**src/rtl/inertial_intf.sv**
```systemverilog
// -----------------------------------------------------------------------------
// inertial_intf
//   Sensor-side front end of the balance path. After a power-up wait it
//   programs the 6-axis IMU through the SPI monarch, then services every
//   data-ready interrupt with four byte reads (pitch rate low/high, vertical
//   acceleration low/high). A complete sample is presented to the inertial
//   integrator with a one-cycle vld strobe.
//
// Ports
//   clk      : system clock
//   rst      : asynchronous, active-high reset
//   INT      : IMU data-ready interrupt (asynchronous level, active-high)
//   done     : SPI monarch transaction complete (one-cycle pulse)
//   rd_data  : SPI monarch read data, low byte valid with done
//   wrt      : start SPI transaction (one-cycle pulse)
//   cmd      : SPI command word {addr,data}, held from wrt until done
//   vld      : new ptch_rt/AZ sample (one-cycle pulse)
//   ptch_rt  : signed pitch rate {high byte, low byte}
//   AZ       : signed vertical acceleration {high byte, low byte}
// -----------------------------------------------------------------------------
module inertial_intf #(
  parameter int INIT_W = 16
) (
  input  logic        clk,
  input  logic        rst,
  input  logic        INT,
  input  logic        done,
  input  logic [15:0] rd_data,
  output logic        wrt,
  output logic [15:0] cmd,
  output logic        vld,
  output logic [15:0] ptch_rt,
  output logic [15:0] AZ
);

  typedef enum logic [3:0] {
    PWR_WAIT = 4'd0,
    INIT1    = 4'd1,
    INIT2    = 4'd2,
    INIT3    = 4'd3,
    INIT4    = 4'd4,
    WAIT_INT = 4'd5,
    RD_PL    = 4'd6,
    RD_PH    = 4'd7,
    RD_AL    = 4'd8,
    RD_AH    = 4'd9
  } state_t;

  // Command word issued on entry to each transaction state.
  function automatic logic [15:0] cmd_of(input state_t s);
    logic [15:0] c;
    case (s)
      INIT1:   c = 16'h0D02;  // enable data-ready INT
      INIT2:   c = 16'h1053;  // accel 208 Hz, +/-2 g
      INIT3:   c = 16'h1150;  // gyro 208 Hz, 250 dps
      INIT4:   c = 16'h1460;  // rounding on
      RD_PL:   c = 16'hA200;
      RD_PH:   c = 16'hA300;
      RD_AL:   c = 16'hAC00;
      RD_AH:   c = 16'hAD00;
      default: c = 16'h0000;
    endcase
    return c;
  endfunction

  state_t            state_r;
  state_t            next_state_s;
  logic [INIT_W-1:0] cnt_r;
  logic              int_meta_r;
  logic              int_sync_r;
  logic [7:0]        pl_r;
  logic [7:0]        ph_r;
  logic [7:0]        al_r;
  logic              done_ok_s;
  logic              wrt_nxt_s;
  logic [15:0]       cmd_nxt_s;
  logic              vld_nxt_s;
  logic              unused_s;

  // Only the low byte of the read data carries register contents.
  assign unused_s = ^rd_data[15:8];

  // A done coincident with wrt cannot belong to the new transaction.
  assign done_ok_s = done & ~wrt;

  // Two-flop synchronizer for the asynchronous interrupt.
  always_ff @(posedge clk or posedge rst) begin
    if (rst) begin
      int_meta_r <= 1'b0;
      int_sync_r <= 1'b0;
    end else begin
      int_meta_r <= INT;
      int_sync_r <= int_meta_r;
    end
  end

  // Power-up wait counter, running only while waiting for the IMU to boot.
  always_ff @(posedge clk or posedge rst) begin
    if (rst) begin
      cnt_r <= {INIT_W{1'b0}};
    end else if (state_r == PWR_WAIT) begin
      cnt_r <= cnt_r + {{(INIT_W-1){1'b0}}, 1'b1};
    end else begin
      cnt_r <= cnt_r;
    end
  end

  // FSM state register.
  always_ff @(posedge clk or posedge rst) begin
    if (rst) begin
      state_r <= PWR_WAIT;
    end else begin
      state_r <= next_state_s;
    end
  end

  // Next-state decode plus next values of the registered outputs.
  always_comb begin
    next_state_s = state_r;
    case (state_r)
      PWR_WAIT: if (&cnt_r)     next_state_s = INIT1;    else next_state_s = state_r;
      INIT1:    if (done_ok_s)  next_state_s = INIT2;    else next_state_s = state_r;
      INIT2:    if (done_ok_s)  next_state_s = INIT3;    else next_state_s = state_r;
      INIT3:    if (done_ok_s)  next_state_s = INIT4;    else next_state_s = state_r;
      INIT4:    if (done_ok_s)  next_state_s = WAIT_INT; else next_state_s = state_r;
      WAIT_INT: if (int_sync_r) next_state_s = RD_PL;    else next_state_s = state_r;
      RD_PL:    if (done_ok_s)  next_state_s = RD_PH;    else next_state_s = state_r;
      RD_PH:    if (done_ok_s)  next_state_s = RD_AL;    else next_state_s = state_r;
      RD_AL:    if (done_ok_s)  next_state_s = RD_AH;    else next_state_s = state_r;
      RD_AH:    if (done_ok_s)  next_state_s = WAIT_INT; else next_state_s = state_r;
      default:  next_state_s = PWR_WAIT;
    endcase

    // wrt fires on the edge that enters a transaction state, so it is
    // visible during the first cycle of that state.
    wrt_nxt_s = (next_state_s != state_r) &&
                (next_state_s != WAIT_INT) &&
                (next_state_s != PWR_WAIT);
    if (wrt_nxt_s) begin
      cmd_nxt_s = cmd_of(next_state_s);
    end else begin
      cmd_nxt_s = cmd;
    end
    vld_nxt_s = (state_r == RD_AH) && done_ok_s;
  end

  // Byte holding registers for the first three reads of a burst.
  always_ff @(posedge clk or posedge rst) begin
    if (rst) begin
      pl_r <= 8'h00;
      ph_r <= 8'h00;
      al_r <= 8'h00;
    end else begin
      if ((state_r == RD_PL) && done_ok_s) pl_r <= rd_data[7:0]; else pl_r <= pl_r;
      if ((state_r == RD_PH) && done_ok_s) ph_r <= rd_data[7:0]; else ph_r <= ph_r;
      if ((state_r == RD_AL) && done_ok_s) al_r <= rd_data[7:0]; else al_r <= al_r;
    end
  end

  // Registered SPI handshake and sample outputs. The AZ high byte is taken
  // straight from the final read so both words update on one edge.
  always_ff @(posedge clk or posedge rst) begin
    if (rst) begin
      wrt     <= 1'b0;
      cmd     <= 16'h0000;
      vld     <= 1'b0;
      ptch_rt <= 16'h0000;
      AZ      <= 16'h0000;
    end else begin
      wrt <= wrt_nxt_s;
      cmd <= cmd_nxt_s;
      vld <= vld_nxt_s;
      if (vld_nxt_s) begin
        ptch_rt <= {ph_r, pl_r};
        AZ      <= {rd_data[7:0], al_r};
      end else begin
        ptch_rt <= ptch_rt;
        AZ      <= AZ;
      end
    end
  end

endmodule
```
**config.mk**
```make
export PLATFORM = sky130hd
export DESIGN_NAME = inertial_intf
export DESIGN_NICKNAME = d
export VERILOG_FILES = /design/src/rtl/inertial_intf.sv
export SDC_FILE = /design/constraint.sdc
export NUM_CORES = 1
export LEC_CHECK = 0
export CAP_MARGIN = 20
export CORE_MARGIN = 8
export CORE_UTILIZATION = 30
export CTS_CLUSTER_SIZE = 12
export DETAILED_ROUTE_END_ITERATION = 6
export DONT_BUFFER_PORTS = 1
export PLACE_DENSITY = 0.48
export SETUP_SLACK_MARGIN = 0.5
export SLEW_MARGIN = 40
export SYNTH_ARGS = -nofsm -noshare
export SYNTH_HDL_FRONTEND = slang
export SYNTH_SLANG_ARGS = --single-unit
```
**constraint.sdc**
```tcl
create_clock -name clk -period 8.85 [get_ports clk]
set_clock_uncertainty 0.1 [all_clocks]
set_input_delay 0.885 -clock clk [delete_from_list [all_inputs] [get_ports clk]]
set_output_delay 0.885 -clock clk [all_outputs]
set_load 0.02 [all_outputs]
```
==> metrics.csv <==
stage,metric,value,unit
floorplanning,Chip Height,131,um
logic_synthesis,post-synthesis compound-gate area fraction,4.83,%
route,drt pass-1 iters,4,
place,detailed placement HPWL,5800,um
layout,Antenna Cells,0,
logic_synthesis,Syn Std Cell Area,0.00393,sq mm
logic_synthesis,ys flop type,dfrtp_1,
setup_path,"CP delay by family, top",simple AND/OR/NAND/NOR gates,
logic_synthesis,#FFs+latches synth,90,
sta,Sum Neg Setup Slack,0,ns
power,worst vdd ir,0.000127,V
layout,layout cells sized above 1,14.9,%
clock_tree,CTS tree,done,
setup_path,"slowest stage cell, crit path",nor4_4,
power,sequential power share,49.2,%
setup_path,worst path arrival time,3.64,ns
logic_synthesis,cell taking the most area after synthesis,dfrtp_1,
clock_tree,clk slew on worst S/H paths,0.07,ns
floorplanning,core region area,0.0130,sq mm
floorplanning,die width,131,um
setup_path,max incr delay on CP,0.66,ns
floorplanning,IO Pins,70,
power,clock group share of total power,25.8,%
clock_tree,htree depth,3,
logic_synthesis,Yosys top cell area share,57.3,%
place,"Cell Area, Placed",0.00407,sq mm
floorplanning,row count,42,
sta,max-slew violations,0,
logic_synthesis,"EDFF count, synth",0,
clock_tree,post-CTS setup repair buffer count,0,
logic_synthesis,synth warn,0,
sta,Slew HR,53.8,%
sta,Fin. Hold Viols,0,
logic_synthesis,main combinational cell family by area after synthesis,simple AND/OR/NAND/NOR gates,
flow_run,maxcap violations,0,
power,Switching Share,37.4,%
sta,Tmin final,3.51,ns
logic_synthesis,synth cell count leaders,"nand2_1, dfrtp_1, mux2_2",
setup_path,"most used cell, CP",nor2_1,
route,drt initial violations,233,
sta,Final period util,39.7,%
setup_path,WP buf/inv,1,
floorplanning,die area,0.0170,sq mm
logic_synthesis,Synth area leaders,"dfrtp_1, nand2_1, mux2_2",
global_route,global-route wire length before repair,14000,um
floorplanning,initial core utilization,30.2,%
logic_synthesis,mux contribution to synthesized area,9.86,%
clock_tree,clock buffer depth,2,
logic_synthesis,most frequent cell after synthesis,nand2_1,
global_route,grt total ovfl,0,
clock_tree,post_cts resized,0,
run_status,outcome,completed,
global_route,GRT Util Overall,10.9,%
global_route,vias in the first global route,2505,
route,Via-to-Cell Ratio,4.67,
route,Via Count,2518,
power,pwr/cell area,363,mW/mm^2
clock_tree,clock sink total,90,
setup_path,CP Max Fanout,13,
power,Comb power frac,25.0,%
layout,final net count,384,
place,placed cells,524,
clock_tree,Inserted Clock Buffers,9,
clock_tree,"Clk Latency, worst-skew pair",0.34,ns
sta,Max Freq,284,MHz
clock_tree,root buffer cell,clkbuf_16,
power,Final Power,0.00159,W
power,Pint,0.000997,W
logic_synthesis,Gate Count Post-Synth,361,
route,Detail Route Antenna Nets,0,
logic_synthesis,Post-Syn Area per Cell,10.9,sq um
sta,RSZ-0062 raised after global routing,no,
setup_path,WS Path Type,reg2reg,
global_route,largest net degree at the start of global routing,52,
logic_synthesis,asr flop ratio synth,100,%
setup_path,"critical path, cell by cell",nor4_4 -> nand4_4 -> nor2_1 -> nor2_1 -> inv_1 -> ha_1 -> and4b_1 -> mux2i_1 -> a211o_1 -> and3_4 -> mux2_4,
global_route,initial antenna violation count,0,
setup_path,Crit path required time,8.98,ns
sta,final setup fails,0,
logic_synthesis,Synth Area in Adders,1.84,%
route,drt total wl,8730,um
logic_synthesis,sequential fraction of the synthesis area,57.3,%
route,DRC Markers,0,
clock_tree,Post-CTS Hold Fix Bufs,0,
logic_synthesis,area share of and/or/nand/nor cells after synthesis,18.4,%
layout,final non-filler cell total,539,
worst_hold_path,Hold WC Path Type,reg2reg,
sta,Worst-Margin Slew,0.693,ns
logic_synthesis,Unique masters post-synth,49,
power,sw power,0.000595,W
place,routability cong.,0.827,
route,wire per inst,16.2,um
power,Lkg Pwr,2.06,nW
logic_synthesis,Post-Synth XOR/XNOR Area,3.34,%
place,PortBufs,0,
layout,Area growth syn-to-layout,11.5,%
setup_path,critical path launch point type,flop,
layout,fin area,0.00439,sq mm
setup_path,CP Capture Type,flop,
==> kinds of logic after synthesis <==
logic type	after synthesis
other	1
xor gates and xnor gates	15
muxes	35
adders and majority gates	6
buffers and inverters	32
AOI/OAI and AO/OA	28
and+or+nand+nor	154
DFF	90
==> state kept, by name, summed over array words and instances, names as in the netlist <==
name	flops
int_meta_r	1
vld	1
wrt	1
state_r	4
cnt_r	16
pl_r	8
ptch_rt	16
AZ	16
al_r	8
ph_r	8
int_sync_r	1
cmd	10
==> path summary, 6_finish.rpt <==
kind,from,end,slack (ns),cells past startpoint
max reg2reg,state_r[0],cmd[4],5.34,11
max in group asynchronous,rst,cnt_r[15],7.13,2
min in group asynchronous,rst,al_r[0],0.40,1
min reg2reg,int_meta_r,int_sync_r,0.27,0
min,int_meta_r,int_sync_r,0.27,0
max,state_r[0],cmd[4],5.34,11
==> routing by layer <==
metal	wire length [um]	track usage, %	share of wire (%)
met4	130	4.25	1.5
met1	3890	13.1	45
met5	0	0	0
met2	3960	16.7	45
met3	747	4.83	8.6
==> layout make-up <==
type	count	area (sq um)
inverter	13	50.0
fill	1383	8650
timing repair buffer	3	22.5
clock buffer	9	225
multi-input combinational	242	1520
sequential	90	2250
clock inverter	6	92.6
tap	176	220
==> cells in the final DEF, fill, tap and decap left out, drive strengths merged, types with 5 or more instances in the layout <==
| cell type | synthesis | layout |
|---|---|---|
| nand2 | 106 | 106 |
| dfrtp | 90 | 90 |
| mux2 | 27 | 27 |
| xnor2 | 12 | 12 |
| inv | 13 | 12 |
| nand3 | 11 | 11 |
| clkbuf | 3 | 9 |
| nor2 | 9 | 9 |
| mux2i | 8 | 8 |
| a31oi | 7 | 7 |
| o21ai | 5 | 5 |
| a21oi | 5 | 5 |
| ha | 5 | 5 |
| nand4 | 5 | 5 |
==> metrics by stage <==
| stage | setup slack, ns | hold slack [ns] | util [%] |
|---|---|---|---|
| floorplan | 5.50 | 0.231 | - |
| global placement | 5.06 | 0.259 | 31.2 |
| detailed placement | 5.01 | 0.253 | 31.2 |
| CTS | 5.31 | 0.282 | 33.6 |
| global route | 5.01 | 0.283 | 33.7 |
| finish | 5.34 | 0.266 | 33.7 |
==> power groups by stage <==
stage	Clock [W]	Combinational, W	Sequential [W]
3_5_place_dp	0	0.000403	0.000795
2_1_floorplan	0	0.000395	0.000729
3_3_place_gp	0	0.000395	0.000792
4_1_cts	0.000424	0.000404	0.000790
5_1_grt	0.000438	0.000457	0.000811
6_report	0.000410	0.000398	0.000783
(Power assumes the default switching activity.)
